===== config.mk =====
export PLATFORM = sky130hd
export DESIGN_NAME = regfile_mp_sb
export DESIGN_NICKNAME = d
export VERILOG_FILES = /design/src/rtl/regfile_mp_sb.sv
export SDC_FILE = /design/constraint.sdc
export NUM_CORES = 2
export LEC_CHECK = 0
export BUFFER_PORTS_ARGS = -buffer_cell sky130_fd_sc_hd__buf_2
export CORE_UTILIZATION = 57
export DETAILED_ROUTE_END_ITERATION = 7
export PLACE_DENSITY = 0.72
export SYNTH_ARGS = -nofsm -noshare
export SYNTH_HDL_FRONTEND = slang
export SYNTH_SLANG_ARGS = --single-unit

===== constraint.sdc =====
create_clock -name clk -period 3.56 [get_ports clk]
set_clock_uncertainty 0.05 [all_clocks]
set_input_delay 0.534 -clock clk [delete_from_list [all_inputs] [get_ports clk]]
set_output_delay 0.534 -clock clk [all_outputs]
set_load 0.02 [all_outputs]

===== src/rtl/regfile_mp_sb.sv =====
// Multi-read-port integer register file with byte-enabled writes,
// same-cycle write-to-read bypass, a pending-write scoreboard and a
// sweep-clear sequencer that zeroes every register on context reset.
module regfile_mp_sb #(
  parameter int XLEN     = 32,
  parameter int NREGS    = 32,
  parameter int NRD      = 2,
  parameter int ZERO_REG = 1,
  localparam int AW      = $clog2(NREGS),
  localparam int NBE     = XLEN / 8
) (
  input  logic                clk,
  input  logic                rst_n,
  input  logic [NRD*AW-1:0]   rd_addr,
  output logic [NRD*XLEN-1:0] rd_data,
  output logic [NRD-1:0]      rd_busy,
  input  logic                we,
  input  logic [AW-1:0]       wa,
  input  logic [XLEN-1:0]     wd,
  input  logic [NBE-1:0]      wbe,
  input  logic                iss_valid,
  input  logic [AW-1:0]       iss_addr,
  input  logic                clr_req,
  output logic                clr_busy,
  output logic                ready
);

  typedef enum logic {IDLE, SWEEP} state_t;

  state_t          state_q, state_d;
  logic [AW-1:0]   cnt_q, cnt_d;
  logic [XLEN-1:0] rf [NREGS];
  logic [NREGS-1:0] busy_q, busy_d;
  logic            wr_ok;
  logic            iss_ok;

  // Keep old bytes where the enable is low, take new bytes where it is high.
  function automatic logic [XLEN-1:0] merge_bytes(input logic [XLEN-1:0] old_v,
                                                  input logic [XLEN-1:0] new_v,
                                                  input logic [NBE-1:0]  be);
    logic [XLEN-1:0] r;
    r = old_v;
    for (int k = 0; k < NBE; k++) begin
      if (be[k]) r[8*k +: 8] = new_v[8*k +: 8];
    end
    return r;
  endfunction

  assign ready    = (state_q == IDLE);
  assign clr_busy = (state_q == SWEEP);

  // Register 0 is hard-wired when ZERO_REG is set, so it is never written or marked.
  assign wr_ok  = we && ready && !((ZERO_REG != 0) && (wa == '0));
  assign iss_ok = iss_valid && ready && !((ZERO_REG != 0) && (iss_addr == '0));

  // Sequencer state and sweep counter.
  always_ff @(posedge clk) begin
    if (!rst_n) begin
      state_q <= IDLE;
      cnt_q   <= '0;
    end else begin
      state_q <= state_d;
      cnt_q   <= cnt_d;
    end
  end

  // Next state: one clear per cycle, leaving after the last register.
  always_comb begin
    state_d = state_q;
    cnt_d   = cnt_q;
    case (state_q)
      IDLE: begin
        if (clr_req) begin
          state_d = SWEEP;
          cnt_d   = '0;
        end
      end
      SWEEP: begin
        cnt_d = cnt_q + AW'(1);
        if (cnt_q == AW'(NREGS - 1)) state_d = IDLE;
      end
      default: state_d = IDLE;
    endcase
  end

  // Scoreboard update: a same-cycle issue to the written register wins over retire.
  always_comb begin
    busy_d = busy_q;
    if (state_q == IDLE) begin
      if (clr_req) begin
        busy_d = '0;
      end else begin
        if (we) busy_d[wa] = 1'b0;
        if (iss_ok) busy_d[iss_addr] = 1'b1;
      end
    end
  end

  // Busy bits register.
  always_ff @(posedge clk) begin
    if (!rst_n) busy_q <= '0;
    else        busy_q <= busy_d;
  end

  // Register storage: reset clears all, sweep clears one per cycle, else byte write.
  always_ff @(posedge clk) begin
    if (!rst_n) begin
      for (int r = 0; r < NREGS; r++) rf[r] <= '0;
    end else if (state_q == SWEEP) begin
      rf[cnt_q] <= '0;
    end else if (wr_ok) begin
      rf[wa] <= merge_bytes(rf[wa], wd, wbe);
    end
  end

  // Combinational read ports with write bypass; the sweep masks every port.
  for (genvar gi = 0; gi < NRD; gi++) begin : g_rd
    logic [AW-1:0] ra;
    logic          hit;
    logic          zr;
    assign ra  = rd_addr[gi*AW +: AW];
    assign hit = we && ready && (wa == ra);
    assign zr  = (ZERO_REG != 0) && (ra == '0);
    assign rd_data[gi*XLEN +: XLEN] = clr_busy ? '0 :
                                      zr       ? '0 :
                                      hit      ? merge_bytes(rf[ra], wd, wbe) :
                                                 rf[ra];
    assign rd_busy[gi] = clr_busy ? 1'b1 : (busy_q[ra] && !hit);
  end

endmodule


# Word level (Yosys, flattened, before mapping)
# Memory sizes are Yosys's and may differ from the RTL's.
# Index checks and enable logic that the tools add are counted.
# W data, S select, Z words.
dict set report totals {
  regBits 38
  ram_bits 1024
  in_bits 61
  output_inout_bits 68
  elab_cells 111
  memories 1
}
dict set report classes {
  add_sub_neg 1
  n_lt_le_gt_ge 6
  eq_ne 8
  mux 64
  n_bitwise 4
  n_reduce_logical 24
}
# name depth width rd rd_clocked_by_memory_dff wr line
set memory_table {}
lappend memory_table {rf 32 32 2 0 32 32} ;# logic [XLEN-1:0] rf [NREGS];
# operator n
set op_table {}
lappend op_table {{$mux W32} 13}
lappend op_table {{$mux W8} 24}
lappend op_table {{$reduce_or A32 Y1} 2}
lappend op_table {{$and A32 B32 Y32} 1}
lappend op_table {{$not A32 Y32} 1}
lappend op_table {{$or A32 B32 Y32} 1}
lappend op_table {{$lt A5 B6 Y1 const B} 4}
lappend op_table {{$logic_not A5 Y1} 4}
lappend op_table {{$mux W1} 17}
lappend op_table {{$ne A4 B4 Y1 const B} 4}
lappend op_table {{$mux W5} 3}
lappend op_table {{$bmux W1 S5} 2}
lappend op_table {{$demux W1 S5} 2}
lappend op_table {{$eq A5 B5 Y1} 2}
lappend op_table {{$ge A5 B1 Y1 const B} 2}
lappend op_table {{$logic_and A1 B1 Y1} 10}
lappend op_table {{$pmux W5 S2} 1}
lappend op_table {{$reduce_and A2 Y1} 4}
lappend op_table {{$add A5 B1 Y5 const B} 1}
lappend op_table {{$eq A5 B5 Y1 const B} 1}
lappend op_table {{$logic_not A1 Y1} 4}
lappend op_table {{$mux W4} 1}
lappend op_table {{$ne A2 B2 Y1 const B} 1}
lappend op_table {{$pmux W1 S2} 1}
lappend op_table {{$not A1 Y1} 1}

# Depth between registers and ports, before layout
dict set report logic_depth {
  depth_word 12
  depth_mapped 10
  mapped_depth_nobuf 6
}

# Least setup slack after synthesis
# OpenSTA, ideal clock, no wires.
dict set report synth_path {
  path_kind {input to register}
  startpoint {in wa[3]}
  endpoint {mem rf[1][0], enable pin}
  setup_ns 0.387
  t_arrival_ns 3.069
  required_ns 3.123
  slack_ns 0.054
  path_stages 7
  n_path_buf 2
  path_cell_list {buf_2 > nor3_1 > nand2_1 > a2111oi_0 > a41oi_2 > buf_2 > o31ai_1}
}
# item line
set synth_rtl {}
lappend synth_rtl {{start, declared} 18} ;# input logic [AW-1:0] wa,
lappend synth_rtl {{end, declared} 32}

# Worst setup path after layout
dict set report layout_path {
  startpoint {in rd_addr[6]}
  endpoint {out rd_data[36]}
}
dict set report layout_between {
  elab_chain_len 5
  elab_cells_between_ends 8
  classes_between {eq/ne (1); mux (4); reduce/logical (2); memory (1)}
}
# item line
set layout_rtl {}
lappend layout_rtl {{start, declared} 14} ;# input logic [NRD*AW-1:0] rd_addr,
lappend layout_rtl {{$mem_v2 Z32 W32 / $eq A5 B5 Y1 (equally long branches)} -}
lappend layout_rtl {{$mux W8 / $logic_and A1 B1 Y1 (equally long branches)} {44, 122}}
lappend layout_rtl {{$mux W32} 126} ;# hit ? merge_bytes(rf[ra], wd, wbe) :
lappend layout_rtl {{$mux W32 (*)} 125} ;# zr ? '0 :
lappend layout_rtl {{$mux W32 (*)} 124} ;# assign rd_data[gi*XLEN +: XLEN] = clr_busy ? '0 :
lappend layout_rtl {{end, declared} 15} ;# output logic [NRD*XLEN-1:0] rd_data,
# Mark *: on every way between the ends. The rest lies on a longest branch, timed or not.

==> flow_summary.yaml <==
clock_network:
  clk_latency_ns: 0.71
  cts_buffers: 112
  cts_tree: "done"
  cts_root_buf: "clkbuf_16"
  cts_max_path_buffers: 3
  clk_pin_slew_ns: 0.06
  cts_hold_buf: 0
  cts_max_level: 3
  numClockSinks: 1062
placement:
  portBuffers: 128
  place_congestion: 0.9825
  dp_hpwl_mm: 140.9
  dp_slack_ns: -0.1012
timing:
  slew_headroom: 0.2828
  worst_pin_slew_ns: 1.069
  fmax_mhz: 278.0
  fin_crit_sh: 1.010
  rsz0062_at_grt: "false"
  setup_viol: 3
  slew_viol_final: 0
  setup_ws_ns: -0.03666
  period_needed_ns: 3.597
  hold_viol: 0
routing:
  vias: 45760
  wl_mm: 209.9
  drt_iter0_markers: 7701
  viasPerCell: 7.520
  wl_per_cell_um: 34.49
  ant_nets: 0
  drt_pass1_iterations: 7
  drc_errors: 0
pwr:
  switching_share: 0.2610
  internal-power_mw: 22.42
  seqPwrFrac: 0.474
  cellPowerDensity_mw_per_mm2: 455.1
  p_comb_frac: 0.141
  p_sw_mw: 7.916
  ir_drop_v: 0.0004310
  leakage_nw: 23.12
  clockPowerShare: 0.384
worst_setup_path:
  cp_common_cell: "a211oi_1"
  critPathMaxStageDelay_ns: 0.53
  slowest_stage: "mux4_2"
  crit_type: "in2out"
  end_kind: "output port"
  path_cells: "buf_8 > buf_12 > buf_4 > mux4_2 > a22o_1 > a211oi_1 > a211oi_1 > a21o_1 > buf_2"
  critical_path_arrival_ns: 3.01
  crit_path_start_kind: "primary input"
  critical_path_required_ns: 2.98
  critPathMaxFanout: 22
synthesis:
  post-synth-top-count-cell: "edfxtp_1"
  synthArstFlopShare: 0
  synth_seq_cells: 1062
  synth_top_area_frac: 0.5351
  seq_area_frac_synth: 0.5483
  synth_commonest_cells: "edfxtp_1 (1024), nor3_1 (747), clkbuf_1 (390), mux4_2 (373), mux2i_1 (318)"
  ys.flop_type: "edfxtp_1"
  yosysWarnings: 0
  synth_area_sq_mm: 0.05747
  ys_types: 68
  yosysTopAreaCell: "edfxtp_1"
  syn_inst: 4430
  synth.area.top_cells: "edfxtp_1 (54%), mux4_2 (15%), nor3_1 (6.5%), mux2i_1 (5.5%), clkbuf_1 (2.5%)"
  synth_edf_count: 1024
  avgSynthCellArea_sq_um: 12.97
layout:
  layout-drive-gt1-share: 0.2746
  num-fill-cells: 7152
  syn_to_final_growth_pct: 15.99
  fin_nets: 4755
  final_core_util: 0.6666
floorplanning:
  die_h_um: 319.5
  fp-row-count: 116
  die_area_sq_mm: 0.1021
  start_util: 0.5747
  die_w_um: 319.5
  fp.coreArea_sq_mm: 0.1000
  io_pins: 129
grt:
  grt_pass1_wl_mm: 301.1
  grt-ovfl-total: 0
  grt_use_total: 0.4075
  grt_pass1_vias: 43890
  grt_max_degree: 85
  antenna_found_initial: 7
outcome:
  violations: "setup timing"
  status: "finished with violations"
flow_run:
  cap_viol_max_count: 0
hold_path:
  hold_class: "in2reg"
==> cell type report <==
cell class	count	area, sq um	area share
Sequential cell	1062	31510	0.4727
Multi-Input combinational cell	2833	24230	0.3635
Timing Repair Buffer	676	5675	0.08514
Clock buffer	144	3029	0.04544
Tap cell	1298	1624	0.02436
Clock inverter	64	563.0	0.008447
Inverter	7	26.28	0.0003942
Antenna cell	1	2.502	0.00003754
==> worst max-delay path: cells and delay by family <==
kind / cells / cell delay, ns
buf+inv: 4 / 0.83
compound gates: 4 / 1.09
mux: 1 / 0.53
==> sequential cells by signal (all words and copies together), names as in the netlist <==
| signal | flops |
|---|---|
| busy_q | 32 |
| rf | 1024 |
| cnt_q | 5 |
| clr_busy | 1 |
==> power groups by stage <==
| stage | registers, mW | clock network, mW | logic, mW |
|---|---|---|---|
| after global placement | 14.6 | 0 | 4.05 |
| after detailed placement | 14.6 | 0 | 4.09 |
| after floorplan | 14.5 | 0 | 2.32 |
| after CTS | 14.4 | 11.6 | 4.12 |
| final | 14.4 | 11.7 | 4.29 |
| after global routing | 14.4 | 12.1 | 4.37 |
==> placed cells by master, fill, tap and decap left out, drive strengths merged, types with 16 or more instances in the layout <==
| master | count |
|---|---|
| nor2 | 276 |
| nand2 | 133 |
| mux2i | 318 |
| a21oi | 121 |
| and2 | 16 |
| mux4 | 373 |
| o21ai | 143 |
| a21o | 34 |
| a22o | 78 |
| o22ai | 37 |
| a31oi | 37 |
| nor3 | 748 |
| mux2 | 32 |
| a22oi | 82 |
| a2111oi | 16 |
| a211oi | 80 |
| conb | 32 |
| o221ai | 65 |
| o31ai | 93 |
| dfxtp | 38 |
| clkinv | 49 |
| clkbuf | 145 |
| edfxtp | 1024 |
| buf | 675 |
==> final timing paths <==
kind / from / to / slack [ns] / cells past startpoint
setup / recovery: rd_addr[6] / rd_data[36] / -0.04 / 9
hold / removal: iss_addr[0] / busy_q[1] / 0.09 / 3
setup reg to reg: clr_busy / rf[2][6] / 0.24 / 7
hold reg to reg: busy_q[0] / busy_q[0] / 0.42 / 1
==> layer usage <==
layer	track usage	vias to the layer above	share of wire
met5	0	-	0.00030
met4	0.2076	10	0.057
met3	0.1433	731	0.17
met2	0.5877	4356	0.43
met1	0.5477	22460	0.34
li1	-	18210	-
==> kinds of logic after synthesis <==
group | synth area share
buffers and inverters | 0.03969
multiplexers | 0.2078
adder cells (fa/ha/maj) | 0.0004354
XOR/XNOR | 0.001829
flip-flops | 0.5483
AND/OR/NAND/NOR | 0.1031
AO/OA/AOI/OAI | 0.09878
other | 0.00006525
==> through the flow <==
stage	power, mW	cell area [sq um]	setup TNS (ns)	std cells	hold slack [ns]
after floorplan	16.83	57590	0	4461	0.3871
after CTS	30.12	66630	0	6084	0.07358
after global placement	18.64	63000	-1.193	5875	0.4057
after global routing	30.86	66660	0	6084	0.1262
after detailed placement	18.71	63000	-0.1697	5875	0.4118
final	30.33	66660	-0.09423	6085	0.09329
==> timing repair <==
item                                    in CTS  in global routing
buffers inserted                             1                  0
pin swaps                                    1                  2
endpoints found under the setup margin      14                 36
hold endpoints to repair                     0                  0
gates resized for setup                      8                  9
No activity file was read; power rests on OpenSTA's default activity.
